==> src/rtl/pe_relay_buf_pkg.sv <==
// rtl/pe_relay_buf_pkg.sv - shared parameters, width helpers and level-update type for the relay buffer
package pe_relay_buf_pkg;

  localparam int WIDTH_DEF  = 130;
  localparam int NUM_CH_DEF = 4;
  localparam int DEPTH_DEF  = 4;

  // Kind of occupancy update a channel performs on a given edge
  typedef enum logic [1:0] {
    LVL_HOLD = 2'd0,
    LVL_INC  = 2'd1,
    LVL_DEC  = 2'd2
  } lvl_op_e;

  // Occupancy must represent 0..depth inclusive, hence depth+1 states
  function automatic int lvl_width(input int depth);
    return $clog2(depth + 1);
  endfunction

  // Pointer width; depth is a power of two so the pointer wraps naturally
  function automatic int ptr_width(input int depth);
    return (depth > 1) ? $clog2(depth) : 1;
  endfunction

endpackage

==> src/rtl/pe_relay_fifo.sv <==
// rtl/pe_relay_fifo.sv - one channel: register-array elastic FIFO with valid/ready on both sides
module pe_relay_fifo
  import pe_relay_buf_pkg::*;
#(
  parameter  int WIDTH = WIDTH_DEF,
  parameter  int DEPTH = DEPTH_DEF,
  localparam int LVL_W = lvl_width(DEPTH),
  localparam int PTR_W = ptr_width(DEPTH)
) (
  input  logic             clk,
  input  logic             reset,
  input  logic             en,
  input  logic [WIDTH-1:0] in_data,
  input  logic             in_valid,
  output logic             in_ready,
  output logic [WIDTH-1:0] out_data,
  output logic             out_valid,
  input  logic             out_ready,
  output logic [LVL_W-1:0] level
);

  logic [WIDTH-1:0] mem_q [DEPTH];
  logic [WIDTH-1:0] mem_d [DEPTH];
  logic [PTR_W-1:0] wr_ptr_q, wr_ptr_d;
  logic [PTR_W-1:0] rd_ptr_q, rd_ptr_d;
  logic [LVL_W-1:0] level_q, level_d;
  logic             full, empty, push, pop;
  lvl_op_e          lvl_op;

  // Handshake decode: full blocks input even when a pop is happening (no ready-through)
  always_comb begin
    full      = (level_q == LVL_W'(DEPTH));
    empty     = (level_q == '0);
    in_ready  = en & ~full;
    out_valid = en & ~empty;
    push      = in_valid & in_ready;
    pop       = out_valid & out_ready;
    out_data  = empty ? '0 : mem_q[rd_ptr_q];
    level     = level_q;
  end

  // Next-state for storage, pointers and occupancy
  always_comb begin
    mem_d    = mem_q;
    wr_ptr_d = wr_ptr_q;
    rd_ptr_d = rd_ptr_q;
    level_d  = level_q;
    lvl_op   = LVL_HOLD;
    if (push) begin
      mem_d[wr_ptr_q] = in_data;
      wr_ptr_d        = wr_ptr_q + PTR_W'(1);
    end
    if (pop) begin
      rd_ptr_d = rd_ptr_q + PTR_W'(1);
    end
    if (push && !pop) begin
      lvl_op = LVL_INC;
    end else if (pop && !push) begin
      lvl_op = LVL_DEC;
    end
    case (lvl_op)
      LVL_INC: level_d = level_q + LVL_W'(1);
      LVL_DEC: level_d = level_q - LVL_W'(1);
      default: level_d = level_q;
    endcase
  end

  // Control state; reset discards contents by clearing pointers and level only
  always_ff @(posedge clk) begin
    if (!reset) begin
      wr_ptr_q <= '0;
      rd_ptr_q <= '0;
      level_q  <= '0;
    end else begin
      wr_ptr_q <= wr_ptr_d;
      rd_ptr_q <= rd_ptr_d;
      level_q  <= level_d;
    end
  end

  // Storage array is never cleared; stale words are unreachable after reset
  always_ff @(posedge clk) begin
    mem_q <= mem_d;
  end

endmodule

==> src/rtl/pe_relay_buf.sv <==
// rtl/pe_relay_buf.sv - NUM_CH independent elastic relay channels gated by ap_start
module pe_relay_buf
  import pe_relay_buf_pkg::*;
#(
  parameter  int WIDTH  = WIDTH_DEF,
  parameter  int NUM_CH = NUM_CH_DEF,
  parameter  int DEPTH  = DEPTH_DEF,
  localparam int LVL_W  = lvl_width(DEPTH)
) (
  input  logic                    clk,
  input  logic                    reset,
  input  logic                    ap_start,
  input  logic [NUM_CH*WIDTH-1:0] in_data,
  input  logic [NUM_CH-1:0]       in_valid,
  output logic [NUM_CH-1:0]       in_ready,
  output logic [NUM_CH*WIDTH-1:0] out_data,
  output logic [NUM_CH-1:0]       out_valid,
  input  logic [NUM_CH-1:0]       out_ready,
  output logic [NUM_CH*LVL_W-1:0] level
);

  logic run_q, run_d;
  logic en;

  // run_q keeps every channel closed while reset is held and for the release edge
  always_comb begin
    run_d = 1'b1;
    en    = ap_start & run_q;
  end

  // Out-of-reset flag register
  always_ff @(posedge clk) begin
    if (!reset) begin
      run_q <= 1'b0;
    end else begin
      run_q <= run_d;
    end
  end

  for (genvar c = 0; c < NUM_CH; c++) begin : g_ch
    pe_relay_fifo #(
      .WIDTH (WIDTH),
      .DEPTH (DEPTH)
    ) u_fifo (
      .clk       (clk),
      .reset     (reset),
      .en        (en),
      .in_data   (in_data[c*WIDTH +: WIDTH]),
      .in_valid  (in_valid[c]),
      .in_ready  (in_ready[c]),
      .out_data  (out_data[c*WIDTH +: WIDTH]),
      .out_valid (out_valid[c]),
      .out_ready (out_ready[c]),
      .level     (level[c*LVL_W +: LVL_W])
    );
  end

endmodule

==> config.mk <==
export PLATFORM = sky130hd
export DESIGN_NAME = pe_relay_buf
export DESIGN_NICKNAME = d
export VERILOG_FILES = /design/src/rtl/pe_relay_buf_pkg.sv /design/src/rtl/pe_relay_fifo.sv /design/src/rtl/pe_relay_buf.sv
export SDC_FILE = /design/constraint.sdc
export NUM_CORES = 2
export LEC_CHECK = 0
export CORE_AREA = 2 2 416 418
export CTS_BUF_LIST = sky130_fd_sc_hd__clkbuf_16
export DETAILED_ROUTE_END_ITERATION = 16
export DIE_AREA = 0 0 418 420
export GPL_ROUTABILITY_DRIVEN = 0
export PLACE_DENSITY = 0.69
export SYNTH_ARGS = -nofsm -noshare
export SYNTH_HDL_FRONTEND = slang
export SYNTH_SLANG_ARGS = --single-unit
==> constraint.sdc <==
create_clock -name clk -period 6.8 [get_ports clk]
set_input_delay 1.36 -clock clk [delete_from_list [all_inputs] [get_ports clk]]
set_output_delay 1.36 -clock clk [all_outputs]
set_load 0.01 [all_outputs]
After elaboration in Yosys (flattened, before gate mapping)
Cells that the tools add are included.

Logic and storage cells: 171. Register bits: 2109. Input port bits: 531.

Mux-type cells: 41. $add $sub $neg: 16. Bitwise operators: 33. Reductions and logical operators: 28. Magnitude comparators: 12. Equality and inequality tests: 12.

Operators by type and width (number): $bwmux 520 (4); $mux 130 (16); $bmux 130 s2 (4); $demux 130 s2 (4); $ge 3x3->1 const B (8); $not 2->3 (8); $pmux 3 s2 (4); $and 1x1->1 (17); $add 2x1->2 const B (8); $mux 2 (8); $add 3x1->3 const B (4); $eq 3x3->1 const B (4); $logic_and 1x1->1 (12); $logic_not 3->1 (4); $lt 3x1->1 const B (4); $sub 3x1->3 const B (4); $eq 2x1->1 const B (4); $eq 2x2->1 const B (4); $logic_not 1->1 (8); $not 1->1 (8); $reduce_bool 2->1 (4); $mux 1 (1).

Depth between registers and ports, before layout
Word-level depth: 10. Gate-level depth with buffers: 9. Depth with buffers taken out: 9.

Modules after synthesis
From an unflattened synthesis, not the netlist that was laid out.

Cells, all modules: 3514. Area, all modules: 80279.5 µm².

By module, submodules not included: pe_relay_fifo (g_ch[0].u_fifo ...) (sequential area each 15755.1 µm², area each 20061.7 µm², times used 3, cells each 878); pe_relay_fifo (g_ch[3].u_fifo) (sequential area each 15755.1 µm², area each 20068.0 µm², times used 1, cells each 878); pe_relay_buf (sequential area each 20.0 µm², area each 26.3 µm², times used 1, cells each 2).

Worst setup path after synthesis
OpenSTA, ideal clock, no wires.

Path kind: input port to flip-flop. Start: input in_valid[0]. End: register g_ch[0].u_fifo.mem_q[0] (netlist name), enable pin. Stages: 3. Arrival: 4.826 ns. Library setup time: 0.505 ns. Slack: 1.469 ns. Data required time: 6.295 ns. Cells stage by stage: nand3_1 a21oi_1 and2_1.

Cells in the longest elaborated chain, start to end: 1.

RTL lines: from (decl) (RTL line pe_relay_buf.sv:14) `input logic [NUM_CH-1:0] in_valid,`; $and 1x1->1 (RTL line pe_relay_fifo.sv:36) `push = in_valid & in_ready;`; to (signal assigned) (RTL line pe_relay_fifo.sv:83) `mem_q <= mem_d;`; to (decl) (RTL line pe_relay_fifo.sv:22) `logic [WIDTH-1:0] mem_q [DEPTH];`.

No other way between the ends. A chain may end at the register's enable or synchronous reset.

Final worst setup path
Start: register g_ch[0].u_fifo.rd_ptr_q[0]. End: output out_data[47].

Cells in the longest elaborated chain, start to end: 5.

RTL lines: from (decl) (RTL line pe_relay_fifo.sv:25) `logic [PTR_W-1:0] rd_ptr_q, rd_ptr_d;`; from (signal assigned) (RTL line pe_relay_fifo.sv:76) `rd_ptr_q <= rd_ptr_d;`; $not 2->3 (not written as such) (RTL line pe_relay_fifo.sv:38) `out_data = empty ? '0 : mem_q[rd_ptr_q];`; $bmux 130 s2 (RTL line pe_relay_fifo.sv:38); $mux 130 (not written as such) (2 in series) (RTL line pe_relay_fifo.sv:38); $mux 130 (RTL line pe_relay_fifo.sv:38); to (decl) (RTL line pe_relay_buf.sv:16) `output logic [NUM_CH*WIDTH-1:0] out_data,`.

No other way between the ends. The select of a mux whose other input is x is not followed.

==> impl_metrics.env <==
export IMPL_status="complete, no violations"
export IMPL_synth_seq_cells=2109
export IMPL_end_kind="primary output"
export IMPL_fmax_mhz=199.5
export IMPL_synth_edf_count=2080
export IMPL_slew_viol_final=0
export IMPL_drive_gt1_frac=0.1824
export IMPL_gr_usage_all_layers=0.2157
export IMPL_cts_setup_buffers=0
export IMPL_io_pins=1071
export IMPL_htreeDepth=4
export IMPL_root_buffer="clkbuf_16"
export IMPL_yosysWarnings=0
export IMPL_slew_headroom=0.3087
export IMPL_synth_cell_area_um2=80310
export IMPL_ctsResizeCount=0
export IMPL_avgSynthCellArea_um2=22.82
export IMPL_grt_start_max_net_pins=135
export IMPL_final_nets=5226
export IMPL_r2r_slack_ps=3600
export IMPL_die_w_um=418
export IMPL_routedWlPerCell_um=26.96
export IMPL_p_per_area_nw_per_um2=267.6
export IMPL_final_cell_mix="edfxtp_1, clkdlybuf4s50_1, mux4_2, nor2b_1, clkbuf_16"
export IMPL_required_ps=5440
export IMPL_arrival_ps=3650
export IMPL_clkLatencyLatePin_ps=840
export IMPL_reg2reg_from="g_ch[3].u_fifo.level[2]"
export IMPL_synth_net_count=4075
export IMPL_antenna_left=0
export IMPL_synth_flop_cell="edfxtp_1"
export IMPL_start_util=0.4697
export IMPL_max_clock_path_buffers=3
export IMPL_dieArea_um2=175600
export IMPL_row_count=152
export IMPL_area_delta_synth_final_pct=24.82
export IMPL_finalPower_w=0.02683
export IMPL_post_route_period_util=0.7372
export IMPL_worst_path_max_delay_cell="dfxtp_4"
export IMPL_drc=0
export IMPL_path_clk_slew_ps=60
export IMPL_p_leak_nw=30.73
export IMPL_finish_utilization=0.5863
export IMPL_portBuffers=1070
export IMPL_vias_per_cell=5.444
export IMPL_vias=38768
export IMPL_drv_cap=0
export IMPL_worst_slew_pin_slew_ps=1037
export IMPL_cts_buffers=208
export IMPL_drtPass1Iterations=7
export IMPL_skew_ps=37.40
export IMPL_cts_hold_buf=0
export IMPL_synth_area_leaders="edfxtp_1, mux4_2, nor2b_1"
export IMPL_critical_path_cell_chain="buf_4, mux4_2, nor2b_1, clkdlybuf4s50_1"
export IMPL_layout_commonest_cell="edfxtp_1"
export IMPL_worstSetupPathType="flop to primary output"
export IMPL_grt_pass1_wl_mm=272.4
export IMPL_path_max_fanout=39
export IMPL_setup_tns_ps=0
export IMPL_critPathLaunchType="flop"
export IMPL_cts_tree="yes"
export IMPL_setup_violations_final=0
export IMPL_grt_pass1_vias=39804
export IMPL_syn_inst=3520
export IMPL_seq_area_frac_synth=0.7849
export IMPL_min_from="g_ch[3].u_fifo.wr_ptr_q[0]"
export IMPL_yosys_area_top_type_share=0.7777
export IMPL_grt_overflow_total=0
export IMPL_yosysTopAreaCell="edfxtp_1"
export IMPL_clkSinkCount=2109
export IMPL_routed_wl_mm=192.0
export IMPL_dr_first_iter_drc_count=3009
export IMPL_yosysUniqueCellTypes=28
export IMPL_ir_worst_vdd_mv=0.2471
export IMPL_hold_viol_final=0
export IMPL_synth_async_reset_ratio=0
export IMPL_core_um2=171000
export IMPL_rsz0062_at_grt="false"
export IMPL_antenna_found_initial=77
export IMPL_hold_class="flop to flop"
export IMPL_slowest_delay_ps=870
export IMPL_dp_hpwl_mm=123.9
export IMPL_fp_dieH_um=420
export IMPL_period_needed_ps=5013
export IMPL_crit_start="g_ch[0].u_fifo.rd_ptr_q[0]"
## state kept, by name, summed over array words and instances (netlist names)
register              flops
g_ch.u_fifo.level        12
g_ch.u_fifo.wr_ptr_q      8
g_ch.u_fifo.mem_q      2080
g_ch.u_fifo.rd_ptr_q      8
run_q                     1
## per-layer routing
| metal | GRT usage | wire, um | vias up |
|---|---|---|---|
| li1 | - | - | 16754 |
| met1 | 0.2528 | 69760 | 20189 |
| met2 | 0.3575 | 97830 | 1347 |
| met3 | 0.06770 | 14570 | 418 |
| met4 | 0.1135 | 9450 | 60 |
| met5 | 0 | 375 | - |
## through the flow
step / area (um2) / hold WS, ps / setup slack (ps) / instances
after CTS: 100200 / 501.7 / 1562 / 7086
final: 100200 / 501.9 / 1787 / 7121
after global placement: 93650 / 483.5 / 2132 / 6694
after detailed placement: 93650 / 493.5 / 2064 / 6694
after global routing: 100200 / 513.2 / 1461 / 7116
after floorplan: 80310 / 467.7 / 1469 / 3520
## power breakdown
group | internal (W) | leakage [nW] | switching [W]
clock network | 0.00603 | 3.39 | 0.00480
logic | 0.000788 | 8.31 | 0.000744
registers | 0.0144 | 19.0 | 0.0000429
total | 0.0212 | 30.7 | 0.00558
## worst max-delay path, delay by kind of cell (launching register included)
kind	cells	cell delay, ps
buffers and inverters	2	1150
muxes	1	590
DFF	1	870
and+or+nand+nor	1	150
## cell usage after synthesis, types with 8 or more instances
cell type and count:
buf_6 32, nor2b_1 520, clkbuf_1 82, edfxtp_1 2080, buf_2 68, mux4_2 520
inv_1 24, mux2i_1 12, dfxtp_1 29, a21oi_1 8, buf_4 8, nor2_1 8
o21ai_0 8, nand2_1 29, ha_1 20, and2_1 24
## cell families after synthesis
| group | Yosys count | synth area share |
|---|---|---|
| xor+xnor | 8 | 0.0008723 |
| buf+inv | 214 | 0.01443 |
| simple gates | 605 | 0.04616 |
| flops | 2109 | 0.7849 |
| compound gates | 28 | 0.002181 |
| fa+ha+maj | 24 | 0.004113 |
| mux | 532 | 0.1473 |
## final timing paths
path / depth (start not counted) / end
max: 4 / out_data[47]
min: 2 / g_ch[3].u_fifo.wr_ptr_q[0]
min reg2reg: 2 / g_ch[3].u_fifo.wr_ptr_q[0]
max reg2reg: 9 / g_ch[3].u_fifo.level[2]
## layout make-up
type	count	area (um2)
Multi-Input combinational cell	1197	16180
Fill cell	12341	70730
Timing Repair Buffer	1131	11510
Sequential cell	2109	63070
Inverter	24	90.09
Clock inverter	182	1257
Clock buffer	210	5255
Tap cell	2233	2794
Antenna cell	35	87.58
Note: power is estimated with default switching activity, not from simulation.
